`src/rtl/pipe_stage_buffer.sv`:
```
// Two-entry skid buffer for pipeline stage boundaries (e.g. IF/ID), with registered in_ready.
// Optional stall cycle counter enabled by defining PIPE_STALL_CNT_EN.
module pipe_stage_buffer #(
    parameter int                DATA_W     = 64,
    parameter logic [DATA_W-1:0] FLUSH_DATA = {DATA_W{1'b0}}
) (
    input  logic              clk,
    input  logic              reset,
    input  logic              flush,
    input  logic              in_valid,
    input  logic [DATA_W-1:0] in_data,
    output logic              in_ready,
    output logic              out_valid,
    output logic [DATA_W-1:0] out_data,
    input  logic              out_ready,
    output logic [1:0]        occupancy
`ifdef PIPE_STALL_CNT_EN
    ,
    output logic [15:0]       stall_count
`endif
);

    // Handshake: a beat moves on a rising edge when valid && ready are both high on that side;
    // valid never depends on ready, and in_ready is a register so it never follows out_ready.
    typedef enum logic [1:0] {
        EMPTY = 2'd0,
        HALF  = 2'd1,
        FULL  = 2'd2
    } state_t;

    state_t            state;
    logic [DATA_W-1:0] main_q;
    logic [DATA_W-1:0] skid_q;
    logic              accept;
    logic              release_beat;

    assign accept       = in_valid && in_ready;
    assign release_beat = out_valid && out_ready;
    assign out_data     = main_q;
    // The state encoding is the entry count, so occupancy doubles as the FSM debug view.
    assign occupancy    = state;

    always_ff @(posedge clk or negedge reset) begin
        if (!reset) begin
            state     <= EMPTY;
            main_q    <= FLUSH_DATA;
            skid_q    <= FLUSH_DATA;
            out_valid <= 1'b0;
            in_ready  <= 1'b1;
        end else if (flush) begin
            state     <= EMPTY;
            main_q    <= FLUSH_DATA;
            skid_q    <= FLUSH_DATA;
            out_valid <= 1'b0;
            in_ready  <= 1'b1;
        end else begin
            case (state)
                EMPTY: begin
                    if (accept) begin
                        main_q    <= in_data;
                        out_valid <= 1'b1;
                        state     <= HALF;
                    end
                end
                HALF: begin
                    if (accept && release_beat) begin
                        main_q <= in_data;
                    end else if (accept) begin
                        // Downstream stalled: park the new beat so main stays stable.
                        skid_q   <= in_data;
                        in_ready <= 1'b0;
                        state    <= FULL;
                    end else if (release_beat) begin
                        out_valid <= 1'b0;
                        state     <= EMPTY;
                    end
                end
                FULL: begin
                    if (release_beat) begin
                        main_q   <= skid_q;
                        in_ready <= 1'b1;
                        state    <= HALF;
                    end
                end
                default: begin
                    state     <= EMPTY;
                    out_valid <= 1'b0;
                    in_ready  <= 1'b1;
                end
            endcase
        end
    end

`ifdef PIPE_STALL_CNT_EN
    // Saturating count of stalled cycles; flush deliberately leaves it alone.
    always_ff @(posedge clk or negedge reset) begin
        if (!reset) begin
            stall_count <= 16'h0000;
        end else if (out_valid && !out_ready && (stall_count != 16'hFFFF)) begin
            stall_count <= stall_count + 16'h0001;
        end
    end
`endif

endmodule

```
`config.mk`:
```
export PLATFORM = sky130hd
export DESIGN_NAME = pipe_stage_buffer
export DESIGN_NICKNAME = d
export VERILOG_FILES = /design/src/rtl/pipe_stage_buffer.sv
export SDC_FILE = /design/constraint.sdc
export NUM_CORES = 1
export LEC_CHECK = 0
export ABC_AREA = 1
export BUFFER_PORTS_ARGS = -buffer_cell sky130_fd_sc_hd__buf_2
export CAP_MARGIN = 5
export CELL_PAD_IN_SITES_DETAIL_PLACEMENT = 1
export CELL_PAD_IN_SITES_GLOBAL_PLACEMENT = 2
export CORE_MARGIN = 2
export CORE_UTILIZATION = 34
export CTS_CLUSTER_SIZE = 40
export DETAILED_ROUTE_END_ITERATION = 8
export HOLD_SLACK_MARGIN = 0.1
export PLACE_DENSITY = 0.9
export SETUP_SLACK_MARGIN = 0.5
export SYNTH_ARGS = -nofsm -noshare
export SYNTH_HDL_FRONTEND = slang
export SYNTH_SLANG_ARGS = --single-unit
```
`constraint.sdc`:
```
create_clock -name clk -period 2.45 [get_ports clk]
set_input_delay 0.245 -clock clk [delete_from_list [all_inputs] [get_ports clk]]
set_output_delay 0.245 -clock clk [all_outputs]
set_load 0.01 [all_outputs]
```
# Word-level counts from Yosys, hierarchy flattened

Cells that the tools add are included.

Word-level logic and storage cells: 56
Output and inout port bits: 68
Bits of input ports: 69
Register bits: 132

Reduce and logical (&&, ||, !) cells: 12
Equality and inequality tests: 13
Mux-type cells: 26

Operators by type and width:

| kind                                                | count |
|---|---|
| two-way mux 64 bit                                  | 7 |
| one-hot mux 64 bit (3 select lines)                 | 1 |
| inequality test 3 bit, second input constant        | 7 |
| two-way mux 2 bit                                   | 6 |
| AND reduction 4 bit                                 | 3 |
| two-way mux 1 bit                                   | 9 |
| inequality test 2 bit, second input constant        | 3 |
| one-hot mux 1 bit (3 select lines)                  | 2 |
| one-hot mux 2 bit (3 select lines)                  | 1 |
| AND reduction 5 bit                                 | 1 |
| inequality test 4 bit, second input constant        | 1 |
| nonzero test 2 bit                                  | 2 |
| nonzero test 4 bit                                  | 1 |
| logical AND 1 bit                                   | 3 |
| AND reduction 3 bit                                 | 1 |
| equality test 2 x 1 -> 1 bit, second input constant | 1 |
| equality test 2 bit, second input constant          | 1 |
| zero test 2 bit                                     | 1 |

# Longest topological paths before layout

Gate-level depths: netlist of the first run.

Depth after elaboration: 6
Gate-level depth with buffers: 11
Depth with buffers taken out: 10

# Worst setup path before layout of the first run

Ideal clock, no wire load.

Kind: register to register
From: reg state[0], in the netlist occupancy[0]
To: reg main_q[17], in the netlist out_data[17]
Period minus slack after synthesis: 1.711 ns
Setup slack: 0.739 ns
Required time: 2.333 ns
Stages on the path, launching flop included: 9
Path buffers: 2
Data arrival time: 1.594 ns
Setup time: 0.117 ns
Path through: dfrtp_1 -> inv_1 -> ha_1 -> nor3_1 -> nor2_4 -> buf_4 -> buf_4 -> nand3_1 -> nand2_1

Longest elaborated chain between the ends: 3
Elaborated cells on any way between the ends: 10
Those cells by class: eq/ne (5); mux (2); reduce/logical (3)

RTL lines:

| item                                                                       | line | text |
|---|---|---|
| start: declaration                                                         | 31   | `state_t state;` |
| start signal: assignment                                                   | 45   | `state <= EMPTY;` |
| start signal: assignment                                                   | 51   | `state <= EMPTY;` |
| start signal: assignment                                                   | 62   | `state <= HALF;` |
| equality test 2 x 1 -> 1 bit, or another cell as far along                 | 57   | `case (state)` |
| inequality test 3 bit (no line), or another cell as far along              | n/a  |  |
| AND reduction 4 bit (no line) / two-way mux 64 bit (equally long branches) | n/a  |  |
| end signal: assignment                                                     | 60   | `main_q <= in_data;` |
| end signal: assignment                                                     | 67   | `main_q <= in_data;` |
| end signal: assignment                                                     | 80   | `main_q <= skid_q;` |
| end: declaration                                                           | 32   | `logic [DATA_W-1:0] main_q;` |

Several ways; a longest one is shown, not always the timed one.
A chain may end at the register's enable or synchronous reset.

# Final worst setup path of the first run

From: reg state[1], in the netlist occupancy[1]
To: reg main_q[33], in the netlist out_data[33]

The elaborated chain is that of the path after synthesis.

==> results of run 1 <==
-- what timing repair did --
item | 4_1_cts | 5_1_grt
gates cloned | 2 | 0
pin swaps | 1 | 0
hold buffers | 46 | 0
endpoints found under the setup margin | 64 | 64
endpoints found under the hold margin | 176 | 0
setup buffers | 2 | 1
resized for setup | 5 | 13
-- cell families after synthesis --
group	count (synthesis)	share of synthesized area, %
fa+ha+maj	5	0.995
buf+inv	100	7.15
compound gates	131	10.4
flops	132	52.6
simple gates	422	28.8
-- flip-flops by register name, indices dropped and copies added, names as in the netlist --
signal	flops
in_ready	1
skid_q	64
out_data	64
occupancy	2
out_valid	1
-- layout make-up --
cell class	instances	share of cell area (%)
clock inverter	13	1.32
timing repair buffer	198	16.6
antenna	1	0.0303
clock buffer	19	5.49
inverter	37	1.77
tap	229	3.47
sequential	132	40.1
multi-input combinational	559	31.3
-- worst max-delay path, stage by stage (launching register included) --
cell and delay, ps:
sky130_fd_sc_hd__dfrtp_1 370, sky130_fd_sc_hd__buf_4 150, sky130_fd_sc_hd__ha_2 190, sky130_fd_sc_hd__inv_2 90
sky130_fd_sc_hd__nor2_4 50, sky130_fd_sc_hd__nand2_1 100, sky130_fd_sc_hd__nand2_2 90, sky130_fd_sc_hd__inv_6 160
sky130_fd_sc_hd__bufbuf_16 360, sky130_fd_sc_hd__nand3_1 100, sky130_fd_sc_hd__nand2_1 100
-- metal layers --
layer  global-route usage [%]  vias to the layer above  part of all wire, %
li1                         -                     2905                    -
met1                     28.4                     3027                   46
met2                     34.3                      140                   48
met3                     4.27                       17                  4.2
met4                     5.84                        0                  1.1
met5                        0                        -                    0
-- worst min-delay path by stage --
| stage | startpoint | slack, ps | end |
|---|---|---|---|
| after detailed placement | reset | 420 | out_data[12] |
| after global placement | reset | 430 | out_data[12] |
| after global routing | in_data[61] | 110 | skid_q[61] |
| final | in_data[51] | 110 | skid_q[51] |
| after floorplan | reset | -50 | occupancy[0] |
| after CTS | in_data[15] | 100 | skid_q[15] |
-- cell usage after synthesis (all sizes together) --
cell,instances,share of area [%]
nand2,190,12
nand3,159,13
dfrtp,131,52
o21ai,91,7.2
nor2,70,4.3
a21oi,40,3.2
buf,40,3.6
inv,37,2.2
clkbuf,23,1.4
ha,5,1.0
nor3,2,0.16
dfstp,1,0.42
nand4,1,0.10
-- power by group through the flow --
stage               sequential, mW  clock (mW)  combinational, mW
floorplan                     3.48           0               1.54
global placement              3.25           0               2.91
detailed placement            3.27           0               2.98
CTS                           3.25        2.51               3.20
global route                  3.33        2.59               3.57
finish                        3.24        2.45               3.20
-- metrics by stage --
| step | setup WS [ps] | hold slack (ps) | util (%) |
|---|---|---|---|
| after CTS | 484 | 100 | 45.5 |
| after global placement | 148 | 427 | 39.4 |
| after detailed placement | 32.0 | 424 | 39.4 |
| final | 626 | 111 | 45.8 |
| after floorplan | 739 | -50.6 | - |
| after global routing | 499 | 106 | 45.8 |
==> impl_metrics.prom, run 1 <==
# TYPE chip_impl_metric gauge
chip_impl_metric{name="y_dimension_of_the_die",unit="um"} 140
chip_impl_metric{name="synth.cell_area",unit="um2"} 6280
chip_impl_info{name="hold_path_class",value="in2reg"} 1
chip_impl_metric{name="yosysSeqAreaShare",unit="%"} 52.6
chip_impl_info{name="timing.critical_path.to_type",value="flip-flop"} 1
chip_impl_metric{name="timing.slew.headroom",unit="%"} 47.6
chip_impl_metric{name="clock_latency_of_the_later_clocked_register_in_the_worst_skew_pair",unit="ps"} 420
chip_impl_info{name="cts_tree",value="yes"} 1
chip_impl_metric{name="dpl_cell_area",unit="um2"} 7110
chip_impl_info{name="rsz0062_at_grt",value="false"} 1
chip_impl_metric{name="wire_per_inst",unit="um"} 16.8
chip_impl_metric{name="clock_power_share",unit="%"} 27.5
chip_impl_metric{name="hold_viol_final",unit=""} 0
chip_impl_metric{name="maximum_fanout_along_the_worst_path",unit=""} 27
chip_impl_metric{name="finish.instance_area",unit="um2"} 8250
chip_impl_metric{name="floorplan.io_pins",unit=""} 137
chip_impl_info{name="timing.setup.critical_path_class",value="reg2reg"} 1
chip_impl_metric{name="total_switching_power",unit="mW"} 3.45
chip_impl_metric{name="grt_pass1_wl",unit="um"} 33200
chip_impl_metric{name="drv.max_cap_violation_count",unit=""} 0
chip_impl_info{name="regToRegEndpoint",value="out_data[33]"} 1
chip_impl_info{name="cp-start-kind",value="flip-flop"} 1
chip_impl_metric{name="cts-htree-levels",unit=""} 4
chip_impl_metric{name="p_leak",unit="nW"} 4.38
chip_impl_metric{name="max_freq",unit="MHz"} 548
chip_impl_info{name="setup.worst_path.start",value="occupancy[1]"} 1
chip_impl_metric{name="timing.clock.skew",unit="ps"} 9.66
chip_impl_metric{name="netlist-cell-type-count",unit=""} 23
chip_impl_metric{name="syn-instance-count",unit=""} 790
chip_impl_info{name="layout_commonest_cell",value="sky130_fd_sc_hd__nand2_1"} 1
chip_impl_metric{name="postSynthAreaPerCell",unit="um2"} 7.96
chip_impl_metric{name="ys_ff_latch",unit=""} 132
chip_impl_metric{name="multi_input_area",unit="um2"} 2580
chip_impl_metric{name="fillCellCount",unit=""} 2222
chip_impl_metric{name="port-buffer-count",unit=""} 136
chip_impl_metric{name="critPathRequiredTime",unit="ps"} 2810
chip_impl_metric{name="synthesis.yosys.warnings",unit=""} 0
chip_impl_info{name="status",value="complete, no violations"} 1
chip_impl_metric{name="inst_count_dp",unit=""} 1104
chip_impl_metric{name="seq_area",unit="um2"} 3310
chip_impl_metric{name="clock-sinks",unit=""} 132
chip_impl_metric{name="stdcell_count",unit=""} 1188
chip_impl_metric{name="drtIter0Drc",unit=""} 360
chip_impl_metric{name="internal_power",unit="mW"} 5.45
chip_impl_metric{name="global_route_total_overflow",unit=""} 0
chip_impl_metric{name="grt_pass1_vias",unit=""} 6380
chip_impl_metric{name="post_route_cells_drive_above_1_share",unit="%"} 21.3
chip_impl_metric{name="totalNegativeSetupSlack",unit="ps"} 0
chip_impl_metric{name="fp.dieW",unit="um"} 140
chip_impl_metric{name="cts_max_path_buffers",unit=""} 2
chip_impl_metric{name="dpl.hpwl",unit="um"} 11100
chip_impl_metric{name="placement_rows",unit=""} 49
chip_impl_metric{name="num_vias",unit=""} 6089
chip_impl_metric{name="timing.final.max_slew_violations",unit=""} 0
chip_impl_info{name="critical_path.reg2reg.startpoint",value="occupancy[1]"} 1
chip_impl_metric{name="area_growth_from_synthesis_to_layout",unit="%"} 31.3
chip_impl_metric{name="power.sequential.fraction",unit="%"} 36.5
chip_impl_metric{name="clkSlewWorstSetupHoldPaths",unit="ps"} 60
chip_impl_metric{name="post_drt_antenna_nets",unit=""} 0
chip_impl_metric{name="die_area",unit="um2"} 19600
chip_impl_metric{name="finalCriticalPeriod",unit="ps"} 1820
chip_impl_metric{name="grt_usage",unit="%"} 21.0
chip_impl_metric{name="count_of_cells_along_the_worst_hold_path",unit=""} 3
chip_impl_metric{name="setup-violations-final",unit=""} 0
chip_impl_metric{name="worst-r2r-cell-count",unit=""} 10
chip_impl_metric{name="tightestPinTransition",unit="ps"} 787
chip_impl_metric{name="worst_ir_drop_vdd",unit="V"} 0.000590
chip_impl_metric{name="post_drt_via_cell_ratio",unit=""} 5.13
chip_impl_metric{name="worst_ep_arrival_time",unit="ps"} 2180
chip_impl_metric{name="syn_nets",unit=""} 864
chip_impl_metric{name="drc",unit=""} 0
chip_impl_metric{name="floorplan.initialDensity",unit="%"} 34.9
chip_impl_metric{name="share_comb_of_total_power",unit="%"} 36.0
chip_impl_info{name="critical_path.endpoint",value="out_data[33]"} 1
chip_impl_metric{name="detailedRoute.firstPassIterationCount",unit=""} 7
chip_impl_info{name="clock_root_buffer",value="sky130_fd_sc_hd__clkbuf_16"} 1
chip_impl_metric{name="overall_routed_net_length",unit="um"} 20000
chip_impl_metric{name="power_density",unit="nW/um2"} 1080
chip_impl_metric{name="reg2reg_setup_slack",unit="ps"} 630
chip_impl_metric{name="final_nets",unit=""} 1019
chip_impl_metric{name="initial_antenna_violation_count",unit=""} 1
chip_impl_metric{name="switching_share",unit="%"} 38.7
chip_impl_metric{name="core_area",unit="um2"} 18000
chip_impl_info{name="final_cell_mix",value="186 x sky130_fd_sc_hd__nand2_1, 158 x sky130_fd_sc_hd__nand3_1, 135 x sky130_fd_sc_hd__buf_2"} 1
chip_impl_metric{name="grt_start_max_net_pins",unit=""} 156
chip_impl_metric{name="final_weighted_congestion_of_routability_driven_global_placement",unit=""} 0.740
chip_impl_metric{name="fin_total_pwr",unit="mW"} 8.89
chip_impl_metric{name="numCtsBuffers",unit=""} 17
chip_impl_metric{name="fin_crit_sh",unit="%"} 74.4
No activity file was read; power rests on OpenSTA's default activity.
==> run 2, diff against run 1 <==
- CORE_UTILIZATION: 34 -> 28
- PLACE_DENSITY: 0.9 -> 0.79
- clock period: 2.45 -> 1.5 ns (I/O delays scaled with it)
==> impl_metrics.prom, run 2 (synthesis results as in run 1) <==
# TYPE chip_impl_metric gauge
chip_impl_metric{name="fin_crit_sh",unit="%"} 110
chip_impl_metric{name="clkSlewWorstSetupHoldPaths",unit="ps"} 60
chip_impl_metric{name="wire_per_inst",unit="um"} 17.1
chip_impl_metric{name="post_drt_antenna_nets",unit=""} 0
chip_impl_metric{name="dpl_cell_area",unit="um2"} 7890
chip_impl_metric{name="floorplan.io_pins",unit=""} 137
chip_impl_metric{name="drc",unit=""} 0
chip_impl_metric{name="share_comb_of_total_power",unit="%"} 44.0
chip_impl_metric{name="worst_ep_arrival_time",unit="ps"} 1960
chip_impl_metric{name="post_route_cells_drive_above_1_share",unit="%"} 32.9
chip_impl_metric{name="initial_antenna_violation_count",unit=""} 2
chip_impl_metric{name="cts-htree-levels",unit=""} 4
chip_impl_metric{name="die_area",unit="um2"} 23700
chip_impl_metric{name="detailedRoute.firstPassIterationCount",unit=""} 4
chip_impl_metric{name="count_of_cells_along_the_worst_hold_path",unit=""} 5
chip_impl_info{name="violations",value="negative setup slack"} 1
chip_impl_info{name="cts_tree",value="yes"} 1
chip_impl_metric{name="port-buffer-count",unit=""} 136
chip_impl_metric{name="max_freq",unit="MHz"} 608
chip_impl_metric{name="timing.clock.skew",unit="ps"} 7.61
chip_impl_metric{name="grt_usage",unit="%"} 18.7
chip_impl_info{name="clock_root_buffer",value="sky130_fd_sc_hd__clkbuf_16"} 1
chip_impl_info{name="worst_path_cell_chain",value="inv_4, ha_4, inv_4, nor2_4, nand2_2, nand2_4, inv_8, nand2_8, buf_12, buf_16, nand2_4, nand2_2"} 1
chip_impl_metric{name="internal_power",unit="mW"} 11.1
chip_impl_metric{name="drtIter0Drc",unit=""} 300
chip_impl_metric{name="cts_max_path_buffers",unit=""} 2
chip_impl_metric{name="worst-r2r-cell-count",unit=""} 12
chip_impl_metric{name="grt_start_max_net_pins",unit=""} 69
chip_impl_metric{name="finalCriticalPeriod",unit="ps"} 1650
chip_impl_info{name="final_cell_mix",value="147 x sky130_fd_sc_hd__nand2_1, 129 x sky130_fd_sc_hd__dfrtp_1, 127 x sky130_fd_sc_hd__buf_2"} 1
chip_impl_metric{name="num_vias",unit=""} 6314
chip_impl_info{name="layout_commonest_cell",value="sky130_fd_sc_hd__nand2_1"} 1
chip_impl_metric{name="clock-sinks",unit=""} 132
chip_impl_metric{name="tightestPinTransition",unit="ps"} 345
chip_impl_metric{name="pre_cts_ws",unit="ps"} -167
chip_impl_info{name="hold_path_class",value="in2reg"} 1
chip_impl_metric{name="worst_ir_drop_vdd",unit="V"} 0.000730
chip_impl_metric{name="placement_rows",unit=""} 54
chip_impl_metric{name="clock_power_share",unit="%"} 25.6
chip_impl_metric{name="drv.max_cap_violation_count",unit=""} 0
chip_impl_metric{name="power_density",unit="nW/um2"} 1790
chip_impl_metric{name="grt_pass1_vias",unit=""} 6549
chip_impl_metric{name="switching_share",unit="%"} 37.1
chip_impl_metric{name="critical_path.max_stage_delay",unit="ps"} 410
chip_impl_metric{name="overall_routed_net_length",unit="um"} 22400
chip_impl_metric{name="final_worst_hold_slack",unit="ps"} 131
chip_impl_metric{name="y_dimension_of_the_die",unit="um"} 154
chip_impl_metric{name="final_weighted_congestion_of_routability_driven_global_placement",unit=""} 0.734
chip_impl_metric{name="area_growth_from_synthesis_to_layout",unit="%"} 57.0
chip_impl_info{name="rsz0062_at_grt",value="true"} 1
chip_impl_metric{name="final_nets",unit=""} 1094
chip_impl_info{name="crit_slowest_cell",value="sky130_fd_sc_hd__dfrtp_2"} 1
chip_impl_info{name="timing.setup.critical_path_class",value="reg2reg"} 1
chip_impl_info{name="status",value="complete, but fails checks"} 1
chip_impl_metric{name="post_drt_via_cell_ratio",unit=""} 4.80
chip_impl_metric{name="power.sequential.fraction",unit="%"} 30.4
chip_impl_metric{name="setup-violations-final",unit=""} 128
chip_impl_metric{name="maximum_fanout_along_the_worst_path",unit=""} 6
chip_impl_metric{name="dpl.hpwl",unit="um"} 13300
chip_impl_metric{name="final_critical_path_setup_slack",unit="ps"} -145
chip_impl_metric{name="timing.final.max_slew_violations",unit=""} 0
chip_impl_metric{name="timing.slew.headroom",unit="%"} 77.0
chip_impl_metric{name="clock_latency_of_the_later_clocked_register_in_the_worst_skew_pair",unit="ps"} 430
chip_impl_metric{name="p_leak",unit="nW"} 5.04
chip_impl_metric{name="floorplan.initialDensity",unit="%"} 28.6
chip_impl_metric{name="numCtsBuffers",unit=""} 17
chip_impl_info{name="cp-start-kind",value="flip-flop"} 1
chip_impl_metric{name="total_switching_power",unit="mW"} 6.55
chip_impl_metric{name="end_of_flow_core_utilization",unit="%"} 44.9
chip_impl_metric{name="global_route_total_overflow",unit=""} 0
chip_impl_metric{name="finish.instance_area",unit="um2"} 9870
chip_impl_metric{name="grt_pass1_wl",unit="um"} 35300
chip_impl_metric{name="totalNegativeSetupSlack",unit="ps"} -10030
chip_impl_metric{name="critPathRequiredTime",unit="ps"} 1820
chip_impl_metric{name="core_area",unit="um2"} 22000
chip_impl_metric{name="hold_viol_final",unit=""} 0
chip_impl_metric{name="fp.dieW",unit="um"} 154
chip_impl_info{name="timing.critical_path.to_type",value="flip-flop"} 1
-- run 2: cell types whose count changed in the layout (fill, tap and decap cells not counted), sizes merged --
cell | before | now
clkinv | 8 | 4
buf | 151 | 201
diode | 1 | 2
clkbuf | 19 | 29
bufinv | 1 | 3
nor2 | 71 | 70
dlygate4sd3 | 46 | 65
clkinvlp | 3 | 2
-- run 2: final timing paths --
| kind | startpoint | to | slack [ps] |
|---|---|---|---|
| max in group asynchronous | reset | skid_q[32] | 660 |
| worst max register to register | occupancy[0] | out_data[15] | -150 |
| worst min-delay path | in_valid | occupancy[1] | 130 |
| worst max-delay path | occupancy[0] | out_data[15] | -150 |
| worst min register to register | out_data[63] | out_data[63] | 470 |
| min in group asynchronous | reset | out_data[11] | 170 |
-- run 2: what timing repair did --
action / in CTS / in global routing
hold buffers: 65 / 0
setup buffers: 4 / 9
hold endpoints to repair: 195 / 0
cloned: 2 / 8
pin swaps: 8 / 18
setup endpoints to repair: 200 / 200
gates resized for setup: 25 / 65
-- run 2: power groups by stage --
stage / sequential, mW / combinational (mW) / clock [mW]
final: 5.38 / 7.77 / 4.52
after global routing: 5.53 / 8.46 / 4.82
after CTS: 5.30 / 6.84 / 4.64
after detailed placement: 5.33 / 6.17 / 0
after global placement: 5.32 / 6.06 / 0
after floorplan: 5.69 / 2.96 / 0
-- run 2: metrics by stage --
| stage | instances | power (mW) |
|---|---|---|
| 4_1_cts | 1296 | 16.8 |
| 6_report | 1315 | 17.7 |
| 5_1_grt | 1315 | 18.8 |
| 3_5_place_dp | 1193 | 11.5 |
| 2_1_floorplan | 790 | 8.65 |
| 3_3_place_gp | 1193 | 11.4 |
-- run 2: area by class of cell --
type	count	area [um2]
clock inverters	10	145
diodes	2	5.00
clock buffers	22	494
fillers	2527	12100
multi-input cells	558	2940
flip-flops and latches	132	3310
inverters	37	159
well taps	280	350
repair buffers	274	2470
-- run 2: metal layers --
layer | global-route usage, % | vias to the layer above | share of wire [%]
met1 | 25.3 | 3094 | 47
met3 | 3.86 | 23 | 3.3
met2 | 30.5 | 130 | 48
met5 | 0 | - | 0
li1 | - | 3067 | -
met4 | 5.30 | 0 | 1.6
-- run 2: critical path, delay by kind of cell, from the launching register on --
family,cells,cell delay [ps]
buffers and inverters,5,530
and+or+nand+nor,6,420
adders and majority gates,1,170
DFF,1,410
